===== config.mk =====
export PLATFORM = sky130hd
export DESIGN_NAME = rv_avm_master_bridge
export DESIGN_NICKNAME = d
export VERILOG_FILES = /design/src/rtl/rv_avm_master_bridge.sv
export SDC_FILE = /design/constraint.sdc
export NUM_CORES = 1
export LEC_CHECK = 0
export BUFFER_PORTS_ARGS = -buffer_cell sky130_fd_sc_hd__buf_2
export CAP_MARGIN = 20
export CORE_MARGIN = 10
export CORE_UTILIZATION = 45
export CTS_BUF_LIST = sky130_fd_sc_hd__clkbuf_8
export DETAILED_ROUTE_END_ITERATION = 8
export PLACE_DENSITY_LB_ADDON = 0.12
export SLEW_MARGIN = 25
export SYNTH_ARGS = -nofsm -noshare
export SYNTH_HDL_FRONTEND = slang
export SYNTH_SLANG_ARGS = --single-unit

===== constraint.sdc =====
create_clock -name clk -period 3.7 [get_ports clk]
set_input_delay 0.74 -clock clk [delete_from_list [all_inputs] [get_ports clk]]
set_output_delay 0.74 -clock clk [all_outputs]
set_load 0.05 [all_outputs]

===== src/rtl/rv_avm_master_bridge.sv =====
// rv_avm_master_bridge: pipelined command-to-Avalon-MM master with outstanding-read tracking,
// a byte-enable control register and edge-latched interrupts.
module rv_avm_master_bridge #(
    parameter int DATA_WIDTH = 32,
    parameter int ADDR_WIDTH = 32,
    parameter logic [ADDR_WIDTH-1:0] BE_ADDR = 32'hAFFFFFF0,
    parameter bit BE_STICKY = 1'b1,
    parameter int MAX_OUTSTANDING = 4,
    parameter int IRQ_WIDTH = 3
) (
    input  logic                    clk,
    input  logic                    nreset,
    input  logic                    cmd_valid,
    output logic                    cmd_ready,
    input  logic                    cmd_wr,
    input  logic [ADDR_WIDTH-1:0]   cmd_addr,
    input  logic [DATA_WIDTH-1:0]   cmd_wdata,
    output logic                    rsp_valid,
    output logic [DATA_WIDTH-1:0]   rsp_rdata,
    output logic [ADDR_WIDTH-1:0]   address,
    output logic                    write,
    output logic                    read,
    output logic [DATA_WIDTH-1:0]   writedata,
    output logic [DATA_WIDTH/8-1:0] byteenable,
    input  logic                    waitrequest,
    input  logic [DATA_WIDTH-1:0]   readdata,
    input  logic                    readdatavalid,
    input  logic [IRQ_WIDTH-1:0]    irq,
    input  logic [IRQ_WIDTH-1:0]    irq_clr,
    output logic [IRQ_WIDTH-1:0]    irq_pending,
    output logic                    rsp_err
);
    localparam int BW = DATA_WIDTH / 8;
    localparam logic [3:0] MAX_CNT = 4'(MAX_OUTSTANDING);

    typedef enum logic {IDLE, BUS} state_t;

    state_t               state;
    logic [3:0]           cnt;
    logic [BW-1:0]        be_reg;
    logic [IRQ_WIDTH-1:0] irq_hist;
    logic                 accept;
    logic                 inc;
    logic                 dec;

    assign cmd_ready = (state == IDLE) && (cnt < MAX_CNT);
    assign accept    = cmd_valid && cmd_ready;
    assign inc       = (state == BUS) && !waitrequest && read;
    // Returns with nothing outstanding are stray (e.g. from before a reset) and only flag rsp_err
    assign dec       = readdatavalid && (cnt != 4'd0);

    always_ff @(posedge clk or negedge nreset) begin
        if (!nreset) begin
            state       <= IDLE;
            address     <= '0;
            writedata   <= '0;
            write       <= 1'b0;
            read        <= 1'b0;
            byteenable  <= '1;
            be_reg      <= '1;
            cnt         <= 4'd0;
            rsp_valid   <= 1'b0;
            rsp_rdata   <= '0;
            rsp_err     <= 1'b0;
            irq_hist    <= '0;
            irq_pending <= '0;
        end else begin
            if (state == IDLE) begin
                if (accept) begin
                    if (cmd_wr && cmd_addr == BE_ADDR) begin
                        be_reg <= cmd_wdata[BW-1:0];
                    end else begin
                        address    <= cmd_addr;
                        writedata  <= cmd_wdata;
                        write      <= cmd_wr;
                        read       <= !cmd_wr;
                        byteenable <= cmd_wr ? be_reg : '1;
                        state      <= BUS;
                    end
                end
            end else if (!waitrequest) begin
                write <= 1'b0;
                read  <= 1'b0;
                state <= IDLE;
                if (write && !BE_STICKY)
                    be_reg <= '1;
            end
            cnt       <= cnt + 4'(inc) - 4'(dec);
            rsp_valid <= dec;
            if (dec)
                rsp_rdata <= readdata;
            if (readdatavalid && cnt == 4'd0)
                rsp_err <= 1'b1;
            irq_hist    <= irq;
            irq_pending <= (irq_pending & ~irq_clr) | (irq & ~irq_hist);
        end
    end
endmodule


## After elaboration in Yosys (flattened, before gate mapping)

Index checks and enable logic that the tools add are counted.

- Register bits: 119
- Output and inout bits: 108
- Bits of input ports: 108
- Logic and storage cells: 53

- Bitwise logic cells: 7
- Order comparisons: 1
- $add $sub $neg: 2
- Multiplexer cells: 12
- Reductions and logical operators: 15
- Eq/ne operators: 3

Operator list:

| cell | number |
|---|---|
| equality test 32 bit (second input constant) | 1 |
| two-way mux 1 bit | 11 |
| AND reduction 3 bit | 3 |
| logical AND 1 bit | 7 |
| AND 3 bit | 2 |
| inverter 3 bit | 2 |
| adder 4 x 1 -> 4 bit | 1 |
| zero test 4 bit | 1 |
| less-than comparator 4 x 3 -> 1 bit (second input constant) | 1 |
| two-way mux 4 bit | 1 |
| != test 2 bit (second input constant) | 2 |
| nonzero test 4 bit | 1 |
| subtractor 4 x 1 -> 4 bit | 1 |
| bitwise OR 3 bit | 1 |
| zero test 1 bit | 2 |
| inverter 1 bit | 2 |
| nonzero test 2 bit | 1 |

## Longest topological paths before layout

Gate-level depths: netlist of the first run.

- Depth after elaboration: 5
- Depth in mapped cells: 13
- Mapped depth without buffers: 11

## Worst setup path before layout of the first run

Ideal clock, no wire load.

- Kind: reg2reg
- From: register cnt[2]
- To: register cnt[2]
- Required time: 3577 ps
- Stages on the path, launching flop included: 14
- Arrival: 2519 ps
- Period minus slack after synthesis: 2641 ps
- Setup time: 123 ps
- Slack: 1059 ps
- Path buffers: 2
- Cells stage by stage: dfrtp_1 -> inv_1 -> ha_1 -> nor3b_1 -> nand2b_1 -> clkbuf_1 -> clkbuf_1 -> inv_1 -> ha_1 -> inv_1 -> ha_1 -> inv_1 -> fa_1 -> xnor2_1

- Word-level cells in the longest chain between the ends: 3
- Elaborated cells between the ends (all ways): 4
- Classes of those cells: 2 x add/sub; 2 x reduce/logical

RTL lines:

| what | line | RTL |
|---|---|---|
| start: declaration | 39 | `logic [3:0] cnt;` |
| start signal: assignment | 88 | `cnt <= cnt + 4'(inc) - 4'(dec);` |
| nonzero test 4 bit | 50 | `assign dec = readdatavalid && (cnt != 4'd0);` |
| logical AND 1 bit | 50 |  |
| named net dec | 44 | `logic dec;` |
| subtractor 4 x 1 -> 4 bit | 88 |  |

The timed path passes the listed nets, and every way through them passes these cells.
A chain may end at the register's enable or synchronous reset.

## Worst setup path after layout of the first run

- From: input port cmd_addr[28]
- To: register address[0]

- Word-level cells in the longest chain between the ends: 4

RTL lines:

| what | line | RTL |
|---|---|---|
| start: declaration | 16 | `input logic [ADDR_WIDTH-1:0] cmd_addr,` |
| equality test 32 bit | 70 | `if (cmd_wr && cmd_addr == BE_ADDR) begin` |
| logical AND 1 bit | 70 |  |
| inverter 1 bit (no source line) | n/a |  |
| AND reduction 3 bit (no source line) | n/a |  |
| end signal: assignment | 73 | `address <= cmd_addr;` |
| end: declaration | 20 | `output logic [ADDR_WIDTH-1:0] address,` |

Every way passes these cells.

==> flow_summary.yaml, run 1 <==
sta:
  min_period_over_period: 0.623
  slew_violations: 0
  tightest_slew_ns: 0.676
  fin_ws_ns: 1.39
  period_minus_slack_ns: 2.31
  whs_ns: 0.344
  clock_skew_ns: 0.00689
  slew_headroom: 0.549
  hold_violations: 0
  setup_tns_ns: 0
  setup_viol: 0
  max_freq_mhz: 434
  grt_setup_unrepaired: "false"
clock_network:
  ctsRootBufferMaster: "clkbuf_8"
  cts_tree: "done"
  insertion_delay_ns: 0.42
  clockBufferDepth: 2
  cts_buffers: 17
  post_cts_buffers: 0
  cts_htree_levels: 4
  post_cts_resized: 0
  ctsHoldBuffers: 0
  clk_pin_slew_worst_paths_ns: 0.06
  cts.sinks: 119
logic_synthesis:
  ys_seq_area_frac: 0.650
  muxShareOfSynthArea: 0.259
  synthCells: 292
  ys.flop_type: "dfrtp_1"
  synth_compound_area_frac: 0.0114
  synthXorXnorAreaFrac: 0.00381
  postSynthAreaPerCell_um2: 15.7
  synth-adder-area-share: 0.0180
  yosys_warnings: 0
  synth_simple_gate_area_frac: 0.0346
  synthArstFlopShare: 1.00
  synth_fp_nets: 406
  synth_seq_cells: 119
  synth_area_um2: 4600
  ys_types: 29
  synth_edf_count: 0
  synth_top_family_by_area: "multiplexers"
drt:
  dr.first_iter.drc_count: 103
  viasPerCell: 4.80
  antenna_left: 0
  wire_per_inst_um: 18.1
  wl_met3_mm: 1.66
  drt_wl_total_mm: 12.0
  detail_route.first_pass.iterations: 4
  wl_met1_mm: 4.28
  drcViolationCount: 0
  met2WireLength_mm: 5.94
  highest_layer: "met4"
  vias: 3189
layout:
  final_nets: 633
  drive_above_1_share: 0.549
  stdcell_area_um2: 6190
  diodes: 0
  reg_top3: "address: 32 flops, rsp_rdata: 32 flops, writedata: 32 flops"
  areaGrowthSynthToFinish_pct: 34.8
  utilization: 0.628
floorplan:
  io_pins: 216
  die_h_um: 121
  start_util: 0.466
  floorplan.die_area_um2: 14700
  die_w_um: 121
  rows: 36
  core_area_um2: 9860
grt:
  first_global_vias: 3532
  antenna_found_initial: 0
  grtUsageTotal: 0.161
  grt_max_degree: 67
  grt-ovfl-total: 0
  grt_pass1_wl_mm: 18.3
worst_setup_path:
  path_class: "in2reg"
  r2r-start: "cnt[2]"
  critPathArrivalTime_ns: 2.61
  startpoint_type: "input port"
  reg2reg_depth: 11
  ff2ff_setup_slack_ns: 1.44
  reg2reg_to: "cnt[2]"
  crit_path_end_kind: "flip-flop"
  crit_required_ns: 4.00
  cp_max_fo: 38
status:
  status: "finished clean"
run:
  cap_violations: 0
place:
  post-place-ws_ns: 0.962
  gp_congestion: 0.771
  dpl.hpwl_mm: 9.56
  dpl_cell_area_um2: 5850
  io_buffers: 215
power_and_ir_drop:
  p_leak_nw: 3.12
  peakVddDrop_v: 0.000513
  powerDensity_nw_per_um2: 1010
hold_path:
  worstHoldPathType: "in2async"
==> per-layer routing <==
metal,GRT usage,up-vias
met5,0,-
met4,0.0649,0
met3,0.112,12
met2,0.272,134
met1,0.149,1563
li1,-,1480
==> metrics by stage <==
stage,std cells,power [mW]
final,665,6.27
after global routing,665,6.58
after CTS,665,6.35
after detailed placement,633,5.34
after global placement,633,5.25
after floorplan,292,4.47
==> synth_stat cells, types with 2 or more instances <==
library cell	instances	area (µm²)
dfrtp_1	111	2780
mux2_1	67	754
mux2_2	37	417
inv_1	15	56.3
dfstp_2	8	210
buf_2	7	35.0
nand2b_1	6	37.5
ha_1	5	62.6
nand4_1	5	31.3
clkbuf_1	4	15.0
nand2_1	4	15.0
a21o_1	3	22.5
o22ai_1	3	18.8
mux2i_1	2	20.0
==> report_power, final <==
part	internal [mW]	switching, mW
logic	0.809	2.38
registers	1.83	0.234
clock network	0.533	0.477
total	3.18	3.09
==> worst max path at each step <==
| stage | from | end | depth (start not counted) |
|---|---|---|---|
| 3_5_place_dp | cmd_addr[28] | address[0] | 6 |
| 2_1_floorplan | cnt[2] | cnt[2] | 13 |
| 4_1_cts | cnt[2] | cmd_ready | 4 |
| 3_3_place_gp | cmd_addr[28] | address[15] | 6 |
| 5_1_grt | cnt[2] | cnt[2] | 11 |
| 6_report | cmd_addr[28] | address[0] | 6 |
==> worst max-delay path, cell delays in order <==
cell	delay, ns
buf_2	0.10
or4bb_1	0.53
nor4_2	0.40
a31oi_4	0.13
buf_4	0.31
mux2_1	0.38
==> placed cells by master, fill, tap and decap left out, drive strengths merged <==
cell,instances
nor4,1
a21o,3
ha,5
nand2,4
xnor2,1
clkbuf,22
buf,219
a31oi,1
fa,1
clkinv,4
nand4,5
nand3,1
xor2,1
nor2b,1
inv,21
or4,1
o22ai,3
nand2b,6
or4bb,1
a21oi,1
mux2i,2
nand4b,1
mux2,104
nor3b,1
dfstp,8
nor2,1
nor3,1
dfrtp,111
nand3b,1
==> layout make-up <==
type / instances / area, µm²
Tap cell: 133 / 166
Fill cell: 799 / 3670
Clock buffer: 22 / 303
Inverter: 15 / 56.3
Sequential cell: 119 / 2990
Clock inverter: 10 / 42.5
Timing Repair Buffer: 219 / 1120
Multi-Input combinational cell: 147 / 1520
==> cells by family after synthesis <==
kind of cell,after synthesis
AO/OA/AOI/OAI,8
XOR/XNOR,2
adder cells (fa/ha/maj),6
buffers and inverters,26
flip-flops,119
multiplexers,106
AND/OR/NAND/NOR,25
No activity file was read; power rests on OpenSTA's default activity.
==> run 2, diff against run 1 <==
- CORE_UTILIZATION: 45 -> 43
- clock period: 3.7 -> 2 ns (I/O delays scaled with it)
==> run 2 against run 1 <==
Effect of this change:
- the flow now finishes with violations (setup timing)
- design area rose by 9.5%
- cell count rose by 3.5%
- combinational power rose by 120%
- sequential power rose by 89%
- sequential share of layout area fell by 4.2 points
- setup slack got worse by 1.4 ns
==> flow_summary.yaml, run 2 (synthesis results as in run 1) <==
status:
  status: "finished, violations left"
  violations: "setup timing"
grt:
  grt-ovfl-total: 0
  grt_max_degree: 37
  grtUsageTotal: 0.157
  first_global_vias: 3700
  grt_pass1_wl_mm: 18.4
  antenna_found_initial: 1
drt:
  dr.first_iter.drc_count: 158
  viasPerCell: 4.72
  antenna_left: 0
  detail_route.first_pass.iterations: 4
  drcViolationCount: 0
  wire_per_inst_um: 18.0
  drt_wl_total_mm: 12.4
  vias: 3245
worst_setup_path:
  startpoint_type: "flip-flop"
  cp_max_fo: 2
  path_class: "reg2reg"
  ff2ff_setup_slack_ns: -0.02
  r2r-start: "cnt[2]"
  reg2reg_to: "cnt[1]"
  critPathArrivalTime_ns: 2.33
  crit_required_ns: 2.31
  reg2reg_depth: 11
  crit_path_end_kind: "flip-flop"
clock_network:
  cts_buffers: 17
  clk_pin_slew_worst_paths_ns: 0.07
  insertion_delay_ns: 0.42
  clockBufferDepth: 2
  cts.sinks: 119
  ctsRootBufferMaster: "clkbuf_8"
  cts_htree_levels: 4
  cts_tree: "done"
layout:
  most-common-layout-cells: "214 x buf_2, 111 x dfrtp_1, 60 x mux2_4, 37 x mux2_2"
  areaGrowthSynthToFinish_pct: 47.6
  stdcell_area_um2: 6780
  drive_above_1_share: 0.701
  reg_top3: "address: 32 flops, rsp_rdata: 32 flops, writedata: 32 flops"
  final_common_cell: "buf_2"
  diodes: 0
  final_nets: 654
hold_path:
  whs_path_depth: 1
  hp-start: "irq[1]"
  worstHoldPathType: "in2reg"
  min_to: "irq_hist[1]"
floorplan:
  rows: 37
  io_pins: 216
  core_area_um2: 10400
  floorplan.die_area_um2: 15200
  start_util: 0.443
  die_w_um: 123
  die_h_um: 123
sta:
  whs_ns: 0.103
  slew_headroom: 0.687
  clock_skew_ns: 0.0119
  tightest_slew_ns: 0.469
  hold_violations: 0
  min_period_over_period: 1.01
  max_freq_mhz: 495
  fin_ws_ns: -0.0182
  grt_setup_unrepaired: "true"
  period_minus_slack_ns: 2.02
  slew_violations: 0
  setup_tns_ns: -0.0182
  setup_viol: 1
place:
  io_buffers: 215
  dpl_cell_area_um2: 6290
  gp_congestion: 0.764
  dpl.hpwl_mm: 9.40
power_and_ir_drop:
  powerDensity_nw_per_um2: 1890
  p_leak_nw: 3.44
  peakVddDrop_v: 0.00119
  finalPower_mw: 12.8
run:
  cap_violations: 0
run 2: critical path: stages, from the launching register on:
cell and delay [ns]:
dfrtp_1 0.37, inv_2 0.07, ha_4 0.13, nor3b_4 0.18
nand2b_4 0.17, inv_4 0.04, ha_4 0.21, inv_4 0.05
ha_4 0.12, inv_2 0.03, fa_2 0.51, inv_1 0.04
run 2: worst max path at each step:
stage                startpoint  cells after the start     endpoint
detailed placement  cmd_addr[2]                      6  address[17]
global placement    cmd_addr[2]                      6  address[15]
finish                   cnt[2]                     11       cnt[1]
global route             cnt[3]                     11       cnt[1]
CTS                      cnt[2]                     11       cnt[1]
floorplan                cnt[2]                     13       cnt[1]
run 2: timing repair:
item	in CTS	in global routing
gates cloned	0	2
setup buffers	1	4
endpoints found under the hold margin	27	0
hold buffers	1	0
gates resized for setup	5	2
pin swaps	1	1
setup endpoints to repair	3	37
run 2: final cells by class:
class / instances / area, µm²
Timing Repair Buffer: 240 / 1370
Multi-Input combinational cell: 147 / 1830
Sequential cell: 119 / 2990
Inverter: 15 / 61.3
Fill cell: 850 / 3590
Clock inverter: 13 / 118
Tap cell: 136 / 170
Clock buffer: 18 / 248
run 2: per-layer routing:
| layer | wire length [µm] | track usage | part of all wire | up-vias |
|---|---|---|---|---|
| li1 | - | - | - | 1518 |
| met2 | 6410 | 0.271 | 0.52 | 116 |
| met1 | 4840 | 0.169 | 0.39 | 1598 |
| met4 | 115 | 0.0502 | 0.0093 | 2 |
| met5 | 7 | 0 | 0.00057 | - |
| met3 | 1010 | 0.0693 | 0.082 | 11 |
run 2: through the flow:
step	util	worst slack (ns)	std cells
2_1_floorplan	-	-0.203	292
3_3_place_gp	0.606	-0.232	649
3_5_place_dp	0.606	-0.269	649
4_1_cts	0.646	-0.0402	682
5_1_grt	0.654	-0.0990	688
6_report	0.654	-0.0182	688
run 2: where the power goes:
part           switching, mW  internal (mW)  total [mW]
clock network          0.903           1.10        2.01
logic                   4.52           2.35        6.87
registers              0.520           3.40        3.92
